### config.mk
export PLATFORM = sky130hd
export DESIGN_NAME = simple_pic
export DESIGN_NICKNAME = d
export VERILOG_FILES = /design/src/rtl/simple_pic.sv
export SDC_FILE = /design/constraint.sdc
export NUM_CORES = 1
export LEC_CHECK = 0
export CAP_MARGIN = 10
export CORE_AREA = 10 10 87 89
export CTS_CLUSTER_SIZE = 20
export DETAILED_ROUTE_END_ITERATION = 10
export DIE_AREA = 0 0 97 99
export HOLD_SLACK_MARGIN = 0.02
export PLACE_DENSITY = 0.7
export SLEW_MARGIN = 20
export SYNTH_ARGS = -nofsm -noshare
export SYNTH_HDL_FRONTEND = slang
export SYNTH_SLANG_ARGS = --single-unit
### constraint.sdc
create_clock -name wb_clk_i -period 3.3 [get_ports wb_clk_i]
set_input_delay 0.66 -clock wb_clk_i [delete_from_list [all_inputs] [get_ports wb_clk_i]]
set_output_delay 0.66 -clock wb_clk_i [all_outputs]
set_load 0.01 [all_outputs]
### src/rtl/simple_pic.sv
// Eight-line fixed-priority interrupt controller with a Wishbone register port.
// Edge-triggered requests, nested in-service tracking and vectored acknowledge.
module simple_pic #(
    parameter logic [7:0] VBASE_RST = 8'h08
) (
    input  logic       wb_clk_i,
    input  logic       wb_rst_ni,
    input  logic [7:0] irq_i,
    output logic       wb_tgc_o,
    input  logic       wb_tgc_i,
    output logic [7:0] vec_o,
    input  logic       wb_cyc_i,
    input  logic       wb_stb_i,
    input  logic       wb_we_i,
    input  logic [1:0] wb_adr_i,
    input  logic [7:0] wb_dat_i,
    output logic [7:0] wb_dat_o,
    output logic       wb_ack_o
);

    logic [7:0] irq_q, irr_q, isr_q, imr_q, vec_q, dat_q;
    logic [7:0] irq_d, irr_d, isr_d, imr_d, vec_d, dat_d;
    logic [4:0] vbase_q, vbase_d;
    logic       tgc_q, tgc_d, ack_q, ack_d, block_q, block_d;

    logic [7:0] rise, pend, onehot, isr_eoi, rd_data;
    logic [2:0] cand;
    logic       found, blocked, elig, grant;
    logic       wb_sel, wr, eoi;

    always_comb begin
        rise = irq_i & ~irq_q;
        pend = irr_q & ~imr_q;
        cand = 3'd0;
        found = 1'b0;
        for (int i = 7; i >= 0; i--) begin
            if (pend[i]) begin
                cand = 3'(i);
                found = 1'b1;
            end
        end
        // Only a strictly higher-priority request may nest over service.
        blocked = 1'b0;
        for (int i = 0; i < 8; i++) begin
            if (3'(i) <= cand && isr_q[i]) blocked = 1'b1;
        end
        elig = found & ~blocked;
        grant = wb_tgc_i & elig;
        onehot = 8'd1 << cand;
    end

    always_comb begin
        wb_sel = wb_cyc_i & wb_stb_i & ~ack_q & ~block_q;
        wr = wb_sel & wb_we_i;
        eoi = wr && (wb_adr_i == 2'd0);
        isr_eoi = eoi ? (isr_q & (isr_q - 8'd1)) : isr_q;
        rd_data = 8'h00;
        unique case (wb_adr_i)
            2'd0: rd_data = irr_q;
            2'd1: rd_data = imr_q;
            2'd2: rd_data = isr_q;
            2'd3: rd_data = {vbase_q, 3'b000};
        endcase
    end

    always_comb begin
        irq_d = irq_i;
        irr_d = (grant ? (irr_q & ~onehot) : irr_q) | rise;
        isr_d = grant ? (isr_eoi | onehot) : isr_eoi;
        vec_d = vec_q;
        if (wb_tgc_i) vec_d = {vbase_q, grant ? cand : 3'd7};
        imr_d = (wr && wb_adr_i == 2'd1) ? wb_dat_i : imr_q;
        vbase_d = (wr && wb_adr_i == 2'd3) ? wb_dat_i[7:3] : vbase_q;
        tgc_d = elig;
        ack_d = wb_sel;
        dat_d = (wb_sel & ~wb_we_i) ? rd_data : 8'h00;
        // A strobe that straddled reset is dropped until the master releases it.
        block_d = block_q & wb_cyc_i & wb_stb_i;
    end

    always_ff @(posedge wb_clk_i or negedge wb_rst_ni) begin
        if (!wb_rst_ni) begin
            irq_q   <= 8'h00;
            irr_q   <= 8'h00;
            isr_q   <= 8'h00;
            imr_q   <= 8'hFF;
            vbase_q <= VBASE_RST[7:3];
            vec_q   <= 8'h00;
            tgc_q   <= 1'b0;
            ack_q   <= 1'b0;
            dat_q   <= 8'h00;
            block_q <= 1'b1;
        end else begin
            irq_q   <= irq_d;
            irr_q   <= irr_d;
            isr_q   <= isr_d;
            imr_q   <= imr_d;
            vbase_q <= vbase_d;
            vec_q   <= vec_d;
            tgc_q   <= tgc_d;
            ack_q   <= ack_d;
            dat_q   <= dat_d;
            block_q <= block_d;
        end
    end

    assign wb_tgc_o = tgc_q;
    assign vec_o    = vec_q;
    assign wb_ack_o = ack_q;
    assign wb_dat_o = dat_q;

endmodule

# Word level (Yosys, flattened, before mapping)
# Cells that the tools add are included.
[classes] addsub=1 mul=0 div_mod_pow=0 magnitude_cmp=8 n_eq_ne=3 shifts=1 muxes=30 bitwise=22 reduce_logical=12
[op_table] op="$and A8 B8 Y8" n=4
[op_table] op="$mux W8" n=4
[op_table] op="$pmux W8 S4" n=1
[op_table] op="$mux W3" n=9
[op_table] op="$not A8 Y8" n=3
[op_table] op="$mux W1" n=16
[op_table] op="$or A8 B8 Y8" n=2
[op_table] op="$le A3 B3 Y1 const A" n=4
[op_table] op="$logic_and A1 B1 Y1" n=11
[op_table] op="$and A1 B1 Y1" n=9
[op_table] op="$shl A1 B3 Y8 const A" n=1
[op_table] op="$sub A8 B1 Y8 const B" n=1
[op_table] op="$le A1 B3 Y1 const A" n=2
[op_table] op="$le A2 B3 Y1 const A" n=2
[op_table] op="$eq A2 B2 Y1 const B" n=2
[op_table] op="$not A1 Y1" n=4
[op_table] op="$eq A2 B1 Y1 const B" n=1
[op_table] op="$logic_not A2 Y1" n=1
[word_totals] ff_bits=56 latch_bits=0 mem_bits_rw=0 rom_bits=0 mem_count=0

# Longest topological paths before layout
[logic_depth] depth_word=25 mapped_depth=8 mapped_depth_nobuf=6

# Worst setup path after synthesis
# Ideal clock, no wire load.
[synth_timing] path_type="flip-flop to flip-flop" startpoint="register imr_q[4]" endpoint="register vec_q[0], in the netlist vec_o[0]" setup_time_ns=0.126 arrival_ns=1.984 required_ns=3.174 setup_slack_ns=1.190 stages_incl_launch_ff=7 period_less_slack_ns=2.110 path_cell_list="dfstp_2 -> nand2b_1 -> and4_1 -> o32ai_1 -> a2111oi_4 -> nand2_4 -> o32a_1"
[synth_via] elab_chain_len=21 word_cells_on_any_way=40
[synth_rtl] element="start, declared" line_no="21" source="logic [7:0] irq_q, irr_q, isr_q, imr_q, vec_q, dat_q;"
[synth_rtl] element="start signal, assigned" line_no="97" source="imr_q <= imr_d;"
[synth_rtl] element="$not A8 Y8 *" line_no="33" source="pend = irr_q & ~imr_q;"
[synth_rtl] element="$and A8 B8 Y8 *" line_no="33"
[synth_rtl] element="$mux W3 (5 in a row)" line_no="37" source="if (pend[i]) begin"
[synth_rtl] element="$le A1 B3 Y1" line_no="45" source="if (3'(i) <= cand && isr_q[i]) blocked = 1'b1;"
[synth_rtl] element="$logic_and A1 B1 Y1" line_no="45"
[synth_rtl] element="$mux W1 (8 in a row)" line_no="45"
[synth_rtl] element="$not A1 Y1" line_no="47" source="elig = found & ~blocked;"
[synth_rtl] element="$and A1 B1 Y1" line_no="47"
[synth_rtl] element="$and A1 B1 Y1" line_no="48" source="grant = wb_tgc_i & elig;"
[synth_rtl] element="$mux W3 *" line_no="71" source="if (wb_tgc_i) vec_d = {vbase_q, grant ? cand : 3'd7};"
[synth_rtl] element="end signal, assigned" line_no="99" source="vec_q <= vec_d;"
[synth_rtl] element="end, declared" line_no="21"
# Every way passes the cells marked *; elsewhere a longest branch is shown, timed or not.
# A chain may end at the register's enable or synchronous reset.

# Final worst setup path
[layout_timing] startpoint="register imr_q[1]" endpoint="register irr_q[7]"
[layout_via] elab_chain_len=19 word_cells_on_any_way=38
[layout_rtl] element="$not A8 Y8 *" line_no="33"
[layout_rtl] element="$and A8 B8 Y8 *" line_no="33"
[layout_rtl] element="$mux W3 (2 in a row)" line_no="37"
[layout_rtl] element="$le A1 B3 Y1" line_no="45"
[layout_rtl] element="$logic_and A1 B1 Y1" line_no="45"
[layout_rtl] element="$mux W1 (8 in a row)" line_no="45"
[layout_rtl] element="$not A1 Y1" line_no="47"
[layout_rtl] element="$and A1 B1 Y1" line_no="47"
[layout_rtl] element="$and A1 B1 Y1" line_no="48"
[layout_rtl] element="$mux W8 *" line_no="68" source="irr_d = (grant ? (irr_q & ~onehot) : irr_q) | rise;"
[layout_rtl] element="$or A8 B8 Y8 *" line_no="68"
[layout_rtl] element="named net irr_d[7]" line_no="22" source="logic [7:0] irq_d, irr_d, isr_d, imr_d, vec_d, dat_d;"
[layout_rtl] element="end signal, assigned" line_no="95" source="irr_q <= irr_d;"
[layout_rtl] element="end, declared" line_no="21"
# Mark *: on every way through the listed nets, which the timed path passes. The rest lies on a longest branch.

==> results.py <==
metrics = {
    "worst_setup_path": {
        "critPathArrivalTime_ns": 2.70,
        "cp-start-kind": "register",
        "critPathMaxFanout": 9,
        "worstSetupEndpointType": "register",
        "startpoint": "imr_q[1]",
        "crit_required_ns": 3.53,
        "r2r_start": "imr_q[1]",
        "crit_type": "reg2reg",
    },
    "clocking": {
        "cts_resized": 0,
        "root_buffer": "clkbuf_8",
        "numCtsBuffers": 5,
        "cts.clk_slew.worst_paths_ns": 0.10,
        "cts_buffer_depth": 2,
        "clkLatencyLatePin_ns": 0.31,
        "post_cts_buffers": 0,
        "htreeDepth": 2,
        "cts_tree": "built",
        "hold_buffers": 0,
        "cts_sinks": 56,
    },
    "routing": {
        "dr_total_vias": 1872,
        "ant_nets": 0,
        "viasPerCell": 5.57,
        "drtPass1Iterations": 4,
        "drt_iter0_drc": 107,
        "drc": 0,
        "wl_mm": 6.26,
        "routedWlPerCell_um": 18.6,
    },
    "placement": {
        "io_buffers": 41,
        "post-dp-hpwl_mm": 4.74,
        "gp_congestion": 0.897,
        "placed_area_um2": 3080,
        "pre_cts_slack_ns": 0.737,
    },
    "sta": {
        "finalMaxSlewViolations": 0,
        "worstMarginPinSlew_ns": 0.903,
        "slew_headroom": 0.398,
        "layout_setup_ws_ns": 0.833,
        "setup-tns-final_ns": 0,
        "rsz0062_at_grt": "false",
        "hold_viol_final": 0,
        "finClkSkew_ns": 0.00711,
        "fmax_ghz": 0.405,
        "post-route-period-util": 0.747,
        "fin_crit_ns": 2.47,
        "setup_viol": 0,
    },
    "yosys": {
        "ys_seq_area_frac": 0.547,
        "ys_ff_latch": 56,
        "syn_nets": 239,
        "yosys_warnings": 0,
        "netlist_area_um2": 2580,
        "synth_edf_count": 0,
        "synth_cells": 215,
        "ys_types": 46,
        "synth_ff_type": "dfrtp_1",
        "avgSynthCellArea_um2": 12.0,
        "ys_async_sr_fraction": 1.00,
    },
    "pwr": {
        "ir_worst_vdd_uv": 285,
        "power_density_nw_per_um2": 621,
        "leakagePower_nw": 1.34,
    },
    "global_routing": {
        "grt-ovfl-total": 0,
        "grtUsageMet1": 0.166,
        "grt.met3_usage": 0.0342,
        "grt_max_degree": 41,
        "grt_use_met2": 0.220,
        "grt_first_pass_wirelength_mm": 10.6,
        "track_usage": 0.135,
        "busiest_layer": "met2",
        "antenna_found_initial": 0,
        "grt_pass1_vias": 2014,
    },
    "floorplan": {
        "die_w_um": 97,
        "start_util": 0.441,
        "num_rows": 28,
        "coreArea_um2": 5850,
        "dieArea_um2": 9600,
        "ioPinCount": 42,
        "die_height_um": 99,
    },
    "layout": {
        "drive_gt1_frac": 0.203,
        "regArea_um2": 1410,
        "multi_input_area_um2": 1100,
        "nFillCells": 504,
        "diodes": 0,
        "design_area_um2": 3210,
        "area_growth_syn_to_layout_pct": 24.3,
        "nets": 284,
    },
    "hold_path": {
        "min_path_type": "in2async",
    },
    "run_status": {
        "outcome": "completed",
    },
    "run": {
        "drv_cap": 0,
    },
}
==> metrics by stage <==
stage | cells | total power, mW | hold slack, ns | utilization
after floorplan | 215 | 1.28 | 0.364 | -
after global placement | 328 | 1.51 | 0.493 | 0.527
after detailed placement | 328 | 1.52 | 0.494 | 0.527
after CTS | 336 | 2.01 | 0.490 | 0.549
after global routing | 336 | 2.11 | 0.529 | 0.549
final | 336 | 1.99 | 0.454 | 0.549
==> sequential cells by signal (all words and copies together) (netlist names) <==
name / count
irq_q: 8
vec_o: 8
wb_ack_o: 1
isr_q: 8
vbase_q: 5
irr_q: 8
wb_dat_o: 8
imr_q: 8
wb_tgc_o: 1
block_q: 1
==> cells in the final DEF, fill, tap and decap left out, types with 8 or more instances in the layout <==
master and instances:
nor2b_1 12, dfstp_2 10, mux2_2 18, inv_1 11, nand2_1 10, o21ai_0 10, nor2_1 12, a21oi_1 8
clkdlybuf4s50_1 40, nand2b_1 9, dfrtp_1 46
==> cells in the mapped netlist (2+ instances only) <==
library cell | number | share of area
dfrtp_1 | 46 | 0.45
mux2_2 | 18 | 0.078
nor2_1 | 12 | 0.017
nor2b_1 | 12 | 0.029
inv_1 | 11 | 0.016
dfstp_2 | 10 | 0.10
nand2_1 | 10 | 0.015
o21ai_0 | 10 | 0.019
nand2b_1 | 9 | 0.022
a21oi_1 | 8 | 0.016
a22o_1 | 6 | 0.020
nand4_1 | 6 | 0.015
clkbuf_1 | 5 | 0.0073
mux4_2 | 4 | 0.035
nand3_1 | 4 | 0.0078
nor3_1 | 4 | 0.0078
and2_1 | 3 | 0.0073
mux2i_1 | 3 | 0.012
o31ai_1 | 3 | 0.0087
a41oi_1 | 2 | 0.0068
and4_1 | 2 | 0.0068
and4bb_2 | 2 | 0.0097
o22a_1 | 2 | 0.0068
==> critical path: stages, from the launching register on <==
cell and delay [ns]:
dfstp_2 0.57, nand2b_1 0.32, nand4_1 0.29, nor4_1 0.64
a2111oi_4 0.19, nand2_4 0.18, a2bb2oi_1 0.20
==> area by class of cell <==
class,instances,area share
Timing Repair Buffer,45,0.136
Clock inverter,1,0.00935
Tap cell,75,0.0292
Clock buffer,7,0.0300
Multi-Input combinational cell,141,0.343
Inverter,11,0.0129
Sequential cell,56,0.440
==> metal layers <==
layer  up-vias  routed length, um
met1       940               2810
met5         -                  0
li1        869                  -
met2        48               3030
met3        15                276
met4         0                146
==> kinds of logic after synthesis <==
logic type             share of synthesized area
flip-flops                                 0.547
AO/OA/AOI/OAI                              0.131
AND/OR/NAND/NOR                            0.159
multiplexers                               0.135
buffers and inverters                     0.0266
==> where the power goes <==
part / internal [mW] / switching, mW / total, mW
Sequential: 0.829 / 0.105 / 0.934
Combinational: 0.284 / 0.288 / 0.573
Clock: 0.268 / 0.218 / 0.486
==> path summary, 6_finish.rpt <==
kind / endpoint / slack [ns] / cells after the start
max: irr_q[7] / 0.83 / 6
min: irq_q[0] / 0.45 / 1
max reg2reg: irr_q[7] / 0.83 / 6
min reg2reg: vec_o[2] / 0.51 / 1
max in group asynchronous: imr_q[0] / 2.10 / 2
min in group wb_clk_i: vec_o[2] / 0.51 / 1
Note: power is estimated with default switching activity, not from simulation.
